## config.mk

```make
export PLATFORM = sky130hd
export DESIGN_NAME = alu_pipe_flat
export DESIGN_NICKNAME = d
export VERILOG_FILES = /design/src/rtl/alu_pipe_if.sv /design/src/rtl/alu_pipe.sv /design/src/flat_wrapper.sv
export SDC_FILE = /design/constraint.sdc
export NUM_CORES = 1
export LEC_CHECK = 0
export CAP_MARGIN = 40
export CORE_ASPECT_RATIO = 1.75
export CORE_MARGIN = 1
export CORE_UTILIZATION = 30
export CTS_CLUSTER_SIZE = 8
export DETAILED_ROUTE_END_ITERATION = 12
export PLACE_DENSITY_LB_ADDON = 0.25
export SYNTH_ARGS = -nofsm -noshare
export SYNTH_HDL_FRONTEND = slang
export SYNTH_SLANG_ARGS = --single-unit
```

## constraint.sdc

```tcl
create_clock -name clk -period 3.95 [get_ports clk]
set_input_delay 0.5925 -clock clk [delete_from_list [all_inputs] [get_ports clk]]
set_output_delay 0.5925 -clock clk [all_outputs]
set_load 0.02 [all_outputs]
```

## src/rtl/alu_pipe_if.sv

```systemverilog
// Operand/result handshake bundle between the issuing controller, alu_pipe and
// the result consumer.
interface alu_pipe_if #(
  parameter int N = 4
);
  // Handshake: a transfer happens on a rising edge where valid && ready.
  // A producer holds its payload stable while valid && !ready. in_ready is the
  // only combinational return path; every other output is registered.
  logic           in_valid;
  logic           in_ready;
  logic [N-1:0]   operand1;
  logic [N-1:0]   operand2;
  logic [3:0]     select;
  logic           out_valid;
  logic           out_ready;
  logic [2*N-1:0] result;
  logic [3:0]     flags;

  modport master (
    output in_valid, operand1, operand2, select, out_ready,
    input  in_ready, out_valid, result, flags
  );

  modport slave (
    input  in_valid, operand1, operand2, select, out_ready,
    output in_ready, out_valid, result, flags
  );
endinterface

```

## src/rtl/alu_pipe.sv

```systemverilog
// Handshaked N-bit ALU with a registered 2N-bit result, status flags
// {err, dz, carry, zero} and a multi-cycle restoring divider.
module alu_pipe #(
  parameter int N = 4
) (
  input  logic       clk,
  input  logic       reset,
  alu_pipe_if.slave  io_bus,
  output logic [1:0] o_state
);
  localparam int CW = $clog2(N);

  localparam logic [1:0] S_IDLE = 2'd0;
  localparam logic [1:0] S_DIV  = 2'd1;
  localparam logic [1:0] S_DONE = 2'd2;

  localparam logic [3:0] OP_ADD = 4'd0;
  localparam logic [3:0] OP_SUB = 4'd1;
  localparam logic [3:0] OP_MUL = 4'd2;
  localparam logic [3:0] OP_DIV = 4'd3;
  localparam logic [3:0] OP_AND = 4'd4;
  localparam logic [3:0] OP_OR  = 4'd5;
  localparam logic [3:0] OP_XOR = 4'd6;
  localparam logic [3:0] OP_NOT = 4'd7;
  localparam logic [3:0] OP_SHL = 4'd8;
  localparam logic [3:0] OP_SHR = 4'd9;
  localparam logic [3:0] OP_ROL = 4'd10;
  localparam logic [3:0] OP_EQ  = 4'd11;
  localparam logic [3:0] OP_LTU = 4'd12;

  logic [1:0]     r_state;
  logic [N-1:0]   r_rem;
  logic [N-1:0]   r_quo;
  logic [N-1:0]   r_div;
  logic [CW-1:0]  r_cnt;
  logic [2*N-1:0] r_result;
  logic [3:0]     r_flags;
  logic           r_out_valid;

  logic           w_out_free;
  logic           w_in_ready;
  logic           w_accept;
  logic           w_div_start;
  logic           w_load_alu;
  logic           w_load_div;

  logic [2*N-1:0] w_a2;
  logic [2*N-1:0] w_b2;
  logic [2*N-1:0] w_dbl;
  logic [2*N-1:0] w_rol;
  int             w_rot;
  logic [2*N-1:0] w_res;
  logic           w_carry;
  logic           w_dz;
  logic           w_err;

  logic [N:0]     w_shift;
  logic [N:0]     w_trial;
  logic           w_fits;
  logic [N-1:0]   w_rem_next;
  logic [N-1:0]   w_quo_next;
  logic [2*N-1:0] w_div_res;

  assign w_out_free  = !r_out_valid || io_bus.out_ready;
  assign w_in_ready  = (r_state == S_IDLE) && w_out_free;
  assign w_accept    = io_bus.in_valid && w_in_ready;
  assign w_div_start = w_accept && (io_bus.select == OP_DIV) && (io_bus.operand2 != '0);
  assign w_load_alu  = w_accept && !w_div_start;
  assign w_load_div  = (r_state == S_DONE) && w_out_free;

  // Single-cycle datapath; a divide by zero also resolves here.
  always_comb begin
    w_a2    = {{N{1'b0}}, io_bus.operand1};
    w_b2    = {{N{1'b0}}, io_bus.operand2};
    w_dbl   = {io_bus.operand1, io_bus.operand1};
    w_rot   = int'(io_bus.operand2) % N;
    w_rol   = w_dbl << w_rot;
    w_res   = '0;
    w_carry = 1'b0;
    w_dz    = 1'b0;
    w_err   = 1'b0;
    case (io_bus.select)
      OP_ADD: begin
        w_res   = w_a2 + w_b2;
        w_carry = w_res[N];
      end
      OP_SUB: begin
        w_res   = w_a2 - w_b2;
        w_carry = io_bus.operand1 < io_bus.operand2;
      end
      OP_MUL: w_res = w_a2 * w_b2;
      OP_DIV: begin
        if (io_bus.operand2 == '0) begin
          w_res = {io_bus.operand1, {N{1'b1}}};
          w_dz  = 1'b1;
        end
      end
      OP_AND: w_res = w_a2 & w_b2;
      OP_OR:  w_res = w_a2 | w_b2;
      OP_XOR: w_res = w_a2 ^ w_b2;
      OP_NOT: w_res = {{N{1'b0}}, ~io_bus.operand1};
      OP_SHL: w_res = (int'(io_bus.operand2) >= 2 * N) ? '0 : (w_a2 << io_bus.operand2);
      OP_SHR: w_res = (int'(io_bus.operand2) >= N) ? '0 : (w_a2 >> io_bus.operand2);
      OP_ROL: w_res = {{N{1'b0}}, w_rol[2*N-1:N]};
      OP_EQ:  w_res = {{(2*N-1){1'b0}}, io_bus.operand1 == io_bus.operand2};
      OP_LTU: w_res = {{(2*N-1){1'b0}}, io_bus.operand1 < io_bus.operand2};
      default: w_err = 1'b1;
    endcase
  end

  // One restoring step: the shifted partial remainder stays below 2*divisor,
  // so the sign bit of the (N+1)-bit trial difference is the borrow.
  always_comb begin
    w_shift    = {r_rem, r_quo[N-1]};
    w_trial    = w_shift - {1'b0, r_div};
    w_fits     = !w_trial[N];
    w_rem_next = w_fits ? w_trial[N-1:0] : w_shift[N-1:0];
    w_quo_next = {r_quo[N-2:0], w_fits};
    w_div_res  = {r_rem, r_quo};
  end

  always_ff @(posedge clk or posedge reset) begin
    if (reset) begin
      r_state     <= S_IDLE;
      r_rem       <= '0;
      r_quo       <= '0;
      r_div       <= '0;
      r_cnt       <= '0;
      r_result    <= '0;
      r_flags     <= '0;
      r_out_valid <= 1'b0;
    end else begin
      case (r_state)
        S_IDLE: begin
          if (w_div_start) begin
            r_state <= S_DIV;
            r_rem   <= '0;
            r_quo   <= io_bus.operand1;
            r_div   <= io_bus.operand2;
            r_cnt   <= CW'(N - 1);
          end
        end
        S_DIV: begin
          r_rem <= w_rem_next;
          r_quo <= w_quo_next;
          if (r_cnt == '0) begin
            r_state <= S_DONE;
          end else begin
            r_cnt <= r_cnt - CW'(1);
          end
        end
        S_DONE: begin
          if (w_out_free) begin
            r_state <= S_IDLE;
          end
        end
        default: r_state <= S_IDLE;
      endcase

      // Consume and reload on the same edge keeps out_valid high.
      if (w_load_alu) begin
        r_result    <= w_res;
        r_flags     <= {w_err, w_dz, w_carry, w_res == '0};
        r_out_valid <= 1'b1;
      end else if (w_load_div) begin
        r_result    <= w_div_res;
        r_flags     <= {3'b000, w_div_res == '0};
        r_out_valid <= 1'b1;
      end else if (io_bus.out_ready) begin
        r_out_valid <= 1'b0;
      end
    end
  end

  assign io_bus.in_ready  = w_in_ready;
  assign io_bus.out_valid = r_out_valid;
  assign io_bus.result    = r_result;
  assign io_bus.flags     = r_flags;
  assign o_state          = r_state;
endmodule

```

## src/flat_wrapper.sv

```systemverilog
// flat-port wrapper written by rule: the top's interface ports become plain ports
module alu_pipe_flat 
#(
  parameter int N = 4
)
  (clk, reset, o_state, io_bus_in_valid, io_bus_operand1, io_bus_operand2, io_bus_select, io_bus_out_ready, io_bus_in_ready, io_bus_out_valid, io_bus_result, io_bus_flags);
  alu_pipe_if #(.N(N)) io_bus_i ();
  input  logic clk;
  input  logic reset;
  output logic [1:0] o_state;
  input wire logic [$bits(io_bus_i.in_valid)-1:0] io_bus_in_valid;
  input wire logic [$bits(io_bus_i.operand1)-1:0] io_bus_operand1;
  input wire logic [$bits(io_bus_i.operand2)-1:0] io_bus_operand2;
  input wire logic [$bits(io_bus_i.select)-1:0] io_bus_select;
  input wire logic [$bits(io_bus_i.out_ready)-1:0] io_bus_out_ready;
  output wire logic [$bits(io_bus_i.in_ready)-1:0] io_bus_in_ready;
  output wire logic [$bits(io_bus_i.out_valid)-1:0] io_bus_out_valid;
  output wire logic [$bits(io_bus_i.result)-1:0] io_bus_result;
  output wire logic [$bits(io_bus_i.flags)-1:0] io_bus_flags;
  assign io_bus_i.in_valid = io_bus_in_valid;
  assign io_bus_i.operand1 = io_bus_operand1;
  assign io_bus_i.operand2 = io_bus_operand2;
  assign io_bus_i.select = io_bus_select;
  assign io_bus_i.out_ready = io_bus_out_ready;
  assign io_bus_in_ready = io_bus_i.in_ready;
  assign io_bus_out_valid = io_bus_i.out_valid;
  assign io_bus_result = io_bus_i.result;
  assign io_bus_flags = io_bus_i.flags;
  alu_pipe #(.N(N)) u_core (.clk(clk), .reset(reset), .io_bus(io_bus_i), .o_state(o_state));
endmodule
```

==> flow_results.xml <==
<?xml version="1.0" encoding="UTF-8"?>
<metrics>
  <group name="outcome">
    <metric name="run_status" unit="">finished clean</metric>
  </group>
  <group name="clock_network">
    <metric name="cts_sink_count" unit="">29</metric>
    <metric name="cts_inserted_buffers" unit="">5</metric>
    <metric name="cts_hold_repair.buffers" unit="">0</metric>
    <metric name="postCtsSetupRepairBufs" unit="">0</metric>
    <metric name="ctsRootBufferMaster" unit="">sky130_fd_sc_hd__clkbuf_16</metric>
    <metric name="cts.path.max_buffers" unit="">2</metric>
    <metric name="clk_pin_slew" unit="ns">0.05</metric>
    <metric name="clock_latency" unit="ns">0.27</metric>
    <metric name="cts_htree_levels" unit="">2</metric>
    <metric name="tritoncts_clock_tree" unit="">done</metric>
  </group>
  <group name="floorplan">
    <metric name="design.die.area" unit="sq um">11000</metric>
    <metric name="dieHeight" unit="microns">138</metric>
    <metric name="rows" unit="">49</metric>
    <metric name="floorplan.initialDensity" unit="%">30.9</metric>
    <metric name="design.core.area" unit="sq um">10300</metric>
    <metric name="boundaryPins" unit="">32</metric>
    <metric name="die_boundary_width" unit="microns">79.9</metric>
  </group>
  <group name="route">
    <metric name="postRouteWirelength" unit="microns">10400</metric>
    <metric name="detail_route.vias_per_cell" unit="">5.47</metric>
    <metric name="drt_iter0_drc" unit="">220</metric>
    <metric name="drtPass1Iterations" unit="">5</metric>
    <metric name="post-route-drc-count" unit="">0</metric>
    <metric name="postRouteAntennaNets" unit="">0</metric>
    <metric name="dr_total_vias" unit="">3043</metric>
    <metric name="detail_route.wl_per_cell" unit="microns">18.7</metric>
  </group>
  <group name="worst_setup_path">
    <metric name="critical_path_arrival" unit="ns">3.92</metric>
    <metric name="worstSetupStartpointType" unit="">input port</metric>
    <metric name="timing.reg2reg.worst_path_depth" unit="">9</metric>
    <metric name="critPathRequiredTime" unit="ns">4.16</metric>
    <metric name="rrSetupSlack" unit="ns">1.53</metric>
    <metric name="timing.critical_path.fanout_max" unit="">2</metric>
    <metric name="worst_r2r_endpoint" unit="">u_core.r_rem[3]</metric>
    <metric name="r2r_startpoint" unit="">u_core.r_quo[3]</metric>
    <metric name="end_kind" unit="">register</metric>
    <metric name="timing.setup.critical_path_class" unit="">input port to register</metric>
  </group>
  <group name="global_routing">
    <metric name="number_of_antenna_violations_at_the_first_check_in_global_routing" unit="">0</metric>
    <metric name="groute.layer.met2.usage" unit="%">34.4</metric>
    <metric name="first_global_vias" unit="">3193</metric>
    <metric name="globalRoute.busiestLayer" unit="">met2</metric>
    <metric name="grt_util_met1" unit="%">21.3</metric>
    <metric name="grt_start_max_net_pins" unit="">21</metric>
    <metric name="first_pass_grt_wire_length" unit="microns">16800</metric>
    <metric name="gr-usage-met3" unit="%">2.44</metric>
    <metric name="grt_util_all_layers" unit="%">20.0</metric>
    <metric name="global_route.overflow_total" unit="">0</metric>
  </group>
  <group name="layout">
    <metric name="final_layout_size_suffix_gt1_share" unit="%">10.7</metric>
    <metric name="fillCellCount" unit="">1078</metric>
    <metric name="n_antenna_cell" unit="">0</metric>
    <metric name="area.growth.synth_to_final" unit="%">22.7</metric>
    <metric name="post_layout_nets" unit="">482</metric>
    <metric name="finish.instance_area" unit="sq um">3900</metric>
  </group>
  <group name="sta">
    <metric name="final.min_clock_period" unit="ns">3.70</metric>
    <metric name="fin_crit_sh" unit="%">93.8</metric>
    <metric name="final.setup_skew" unit="ns">0.00326</metric>
    <metric name="finalMaxSlewViolations" unit="">0</metric>
    <metric name="finalWorstSetupSlack" unit="ns">0.247</metric>
    <metric name="setup_viol" unit="">0</metric>
    <metric name="fmax" unit="GHz">0.270</metric>
    <metric name="fin_worst_hold_slack" unit="ns">0.477</metric>
    <metric name="rsz0062_at_grt" unit="">no</metric>
    <metric name="hold_viol_final" unit="">0</metric>
    <metric name="slew_headroom" unit="%">42.7</metric>
    <metric name="tightestPinTransition" unit="ns">0.855</metric>
  </group>
  <group name="yosys">
    <metric name="post_synth_edffs" unit="">0</metric>
    <metric name="mappedNetlistNets" unit="">440</metric>
    <metric name="yosys_warnings" unit="">0</metric>
    <metric name="synthArstFlopShare" unit="%">100</metric>
    <metric name="cell_area_synth" unit="sq um">3180</metric>
    <metric name="sequential_fraction_of_the_synthesis_area" unit="%">22.8</metric>
    <metric name="synth-main-ff-cell" unit="">sky130_fd_sc_hd__dfrtp_1</metric>
    <metric name="postSynthCellCount" unit="">387</metric>
    <metric name="synth.lib_cells_used.distinct" unit="">63</metric>
    <metric name="synth_seq_cells" unit="">29</metric>
    <metric name="synth.avg_cell_area" unit="sq um">8.22</metric>
  </group>
  <group name="run">
    <metric name="cap_viol_max_count" unit="">0</metric>
  </group>
  <group name="power_and_ir_drop">
    <metric name="netSwitchingFraction" unit="%">41.0</metric>
    <metric name="ir_drop" unit="mV">0.458</metric>
    <metric name="total_switching_power" unit="uW">790</metric>
    <metric name="power_frac_comb" unit="%">52.9</metric>
    <metric name="leakage" unit="uW">0.00176</metric>
    <metric name="share_seq_of_total_power" unit="%">27.9</metric>
    <metric name="clkPwrFrac" unit="%">19.2</metric>
    <metric name="powerDensity" unit="nW/um^2">494</metric>
    <metric name="power.internal" unit="uW">1140</metric>
  </group>
  <group name="placement">
    <metric name="place.gp.congestion" unit="">0.980</metric>
    <metric name="port_buffers" unit="">31</metric>
    <metric name="dp_slack" unit="ns">-0.235</metric>
    <metric name="placed_cell_area" unit="sq um">3760</metric>
    <metric name="detailedPlacementHpwl" unit="microns">8360</metric>
  </group>
  <group name="hold_path">
    <metric name="min_path_type" unit="">register to register</metric>
    <metric name="worstHoldStart" unit="">u_core.r_cnt[0]</metric>
    <metric name="timing.hold.worst_path_depth" unit="">1</metric>
    <metric name="worstHoldEndpoint" unit="">u_core.r_cnt[0]</metric>
  </group>
</metrics>
[final cells by class]
cell class	instances	area, sq um	area share [%]
multi-input combinational	303	2210	56.6
sequential	29	726	18.6
clock buffer	7	143	3.66
inverter	29	109	2.79
tap	127	159	4.07
timing repair buffer	61	558	14.3
[flip-flops by register name (all words and copies together) (netlist names)]
register / cells
u_core.io_bus.result: 8
u_core.io_bus.flags: 4
u_core.r_div: 4
u_core.r_quo: 4
u_core.r_rem: 4
u_core.o_state: 2
u_core.r_cnt: 2
u_core.io_bus.out_valid: 1
[worst max-delay path, cell delays in order]
cell and delay (ns):
sky130_fd_sc_hd__clkdlybuf4s50_1 0.51, sky130_fd_sc_hd__nand2_1 0.09, sky130_fd_sc_hd__fa_1 0.54, sky130_fd_sc_hd__inv_1 0.05, sky130_fd_sc_hd__fa_1 0.49, sky130_fd_sc_hd__fa_1 0.45, sky130_fd_sc_hd__a21o_1 0.19, sky130_fd_sc_hd__a21oi_1 0.18
sky130_fd_sc_hd__xor2_1 0.19, sky130_fd_sc_hd__o2111ai_1 0.15, sky130_fd_sc_hd__nor4_1 0.29, sky130_fd_sc_hd__a41o_1 0.20
[how the worst max path moves through the flow]
stage	cells after the start	end	slack, ns	startpoint
CTS	12	u_core.io_bus.flags[0]	0.06	io_bus_operand1[0]
global placement	12	u_core.io_bus.flags[0]	-0.17	io_bus_operand1[0]
finish	12	u_core.io_bus.flags[0]	0.25	io_bus_operand2[3]
detailed placement	12	u_core.io_bus.flags[0]	-0.24	io_bus_operand1[0]
floorplan	13	u_core.io_bus.flags[0]	0.22	io_bus_operand2[1]
global route	12	u_core.io_bus.flags[0]	0.03	io_bus_operand2[3]
[layout by cell type, fill, tap and decap left out, types with 4 or more instances in the layout]
master	n
sky130_fd_sc_hd__inv_1	29
sky130_fd_sc_hd__a21oi_1	26
sky130_fd_sc_hd__buf_4	29
sky130_fd_sc_hd__xnor2_1	4
sky130_fd_sc_hd__mux2i_1	17
sky130_fd_sc_hd__nand3_1	8
sky130_fd_sc_hd__o22ai_1	4
sky130_fd_sc_hd__dfrtp_1	29
sky130_fd_sc_hd__a211oi_1	4
sky130_fd_sc_hd__a21o_1	4
sky130_fd_sc_hd__nand2b_1	12
sky130_fd_sc_hd__o21bai_1	5
sky130_fd_sc_hd__nand3b_1	9
sky130_fd_sc_hd__o2111ai_1	4
sky130_fd_sc_hd__nand2_1	42
sky130_fd_sc_hd__fa_1	7
sky130_fd_sc_hd__nor3_1	8
sky130_fd_sc_hd__o21ai_0	14
sky130_fd_sc_hd__a31oi_1	4
sky130_fd_sc_hd__clkbuf_16	5
sky130_fd_sc_hd__clkdlybuf4s50_1	30
sky130_fd_sc_hd__ha_1	30
sky130_fd_sc_hd__nor2b_1	7
sky130_fd_sc_hd__nor2_1	28
sky130_fd_sc_hd__a2111oi_0	5
sky130_fd_sc_hd__nor4_1	6
[repair_timing]
action	4_1_cts	5_1_grt
hold endpoints to repair	0	0
setup endpoints to repair	0	1
resized for setup	0	1
[cell families (layout without fill, tap and decap cells)]
group,count (synthesis),in the layout,share of synthesized area (%)
AOI/OAI and AO/OA,89,89,18.4
adders and majority gates,37,37,16.2
buffers and inverters,55,97,7.79
DFF,29,29,22.8
xor gates and xnor gates,7,7,1.93
muxes,21,21,7.47
and+or+nand+nor,149,149,25.4
[power by group through the flow]
stage | clock [uW] | combinational (uW) | sequential, uW
detailed placement | 0 | 1030 | 539
CTS | 382 | 1030 | 538
global placement | 0 | 1010 | 540
floorplan | 0 | 617 | 575
global route | 394 | 1130 | 554
finish | 370 | 1020 | 538
[per-stage QoR]
stage	power, uW	TNS [ns]	util (%)	std cells
4_1_cts	1950	0	37.9	556
2_1_floorplan	1190	0	-	387
3_3_place_gp	1550	-0.279	36.2	548
5_1_grt	2070	0	37.9	556
6_report	1930	0	37.9	556
3_5_place_dp	1570	-0.362	36.5	549
[synthesized netlist by cell type (all sizes together), types with 5 or more instances]
master | instances | area share, %
a2111oi | 5 | 1.4
a21oi | 26 | 4.1
buf | 14 | 2.9
clkbuf | 12 | 1.4
dfrtp | 29 | 23
fa | 7 | 4.4
ha | 30 | 12
inv | 29 | 3.4
mux2i | 17 | 5.3
nand2 | 42 | 5.0
nand2b | 12 | 2.4
nand3 | 8 | 1.3
nand3b | 9 | 2.1
nor2 | 28 | 3.3
nor2b | 7 | 1.4
nor3 | 9 | 1.6
nor4 | 8 | 2.2
o21ai | 15 | 2.4
o21bai | 5 | 1.2
[metal layers]
layer,up-vias,routed length [microns]
li1,1462,-
met1,1421,3900
met2,111,5220
met3,49,343
met4,0,905
met5,-,0
Power figures use the tool's default switching activity.
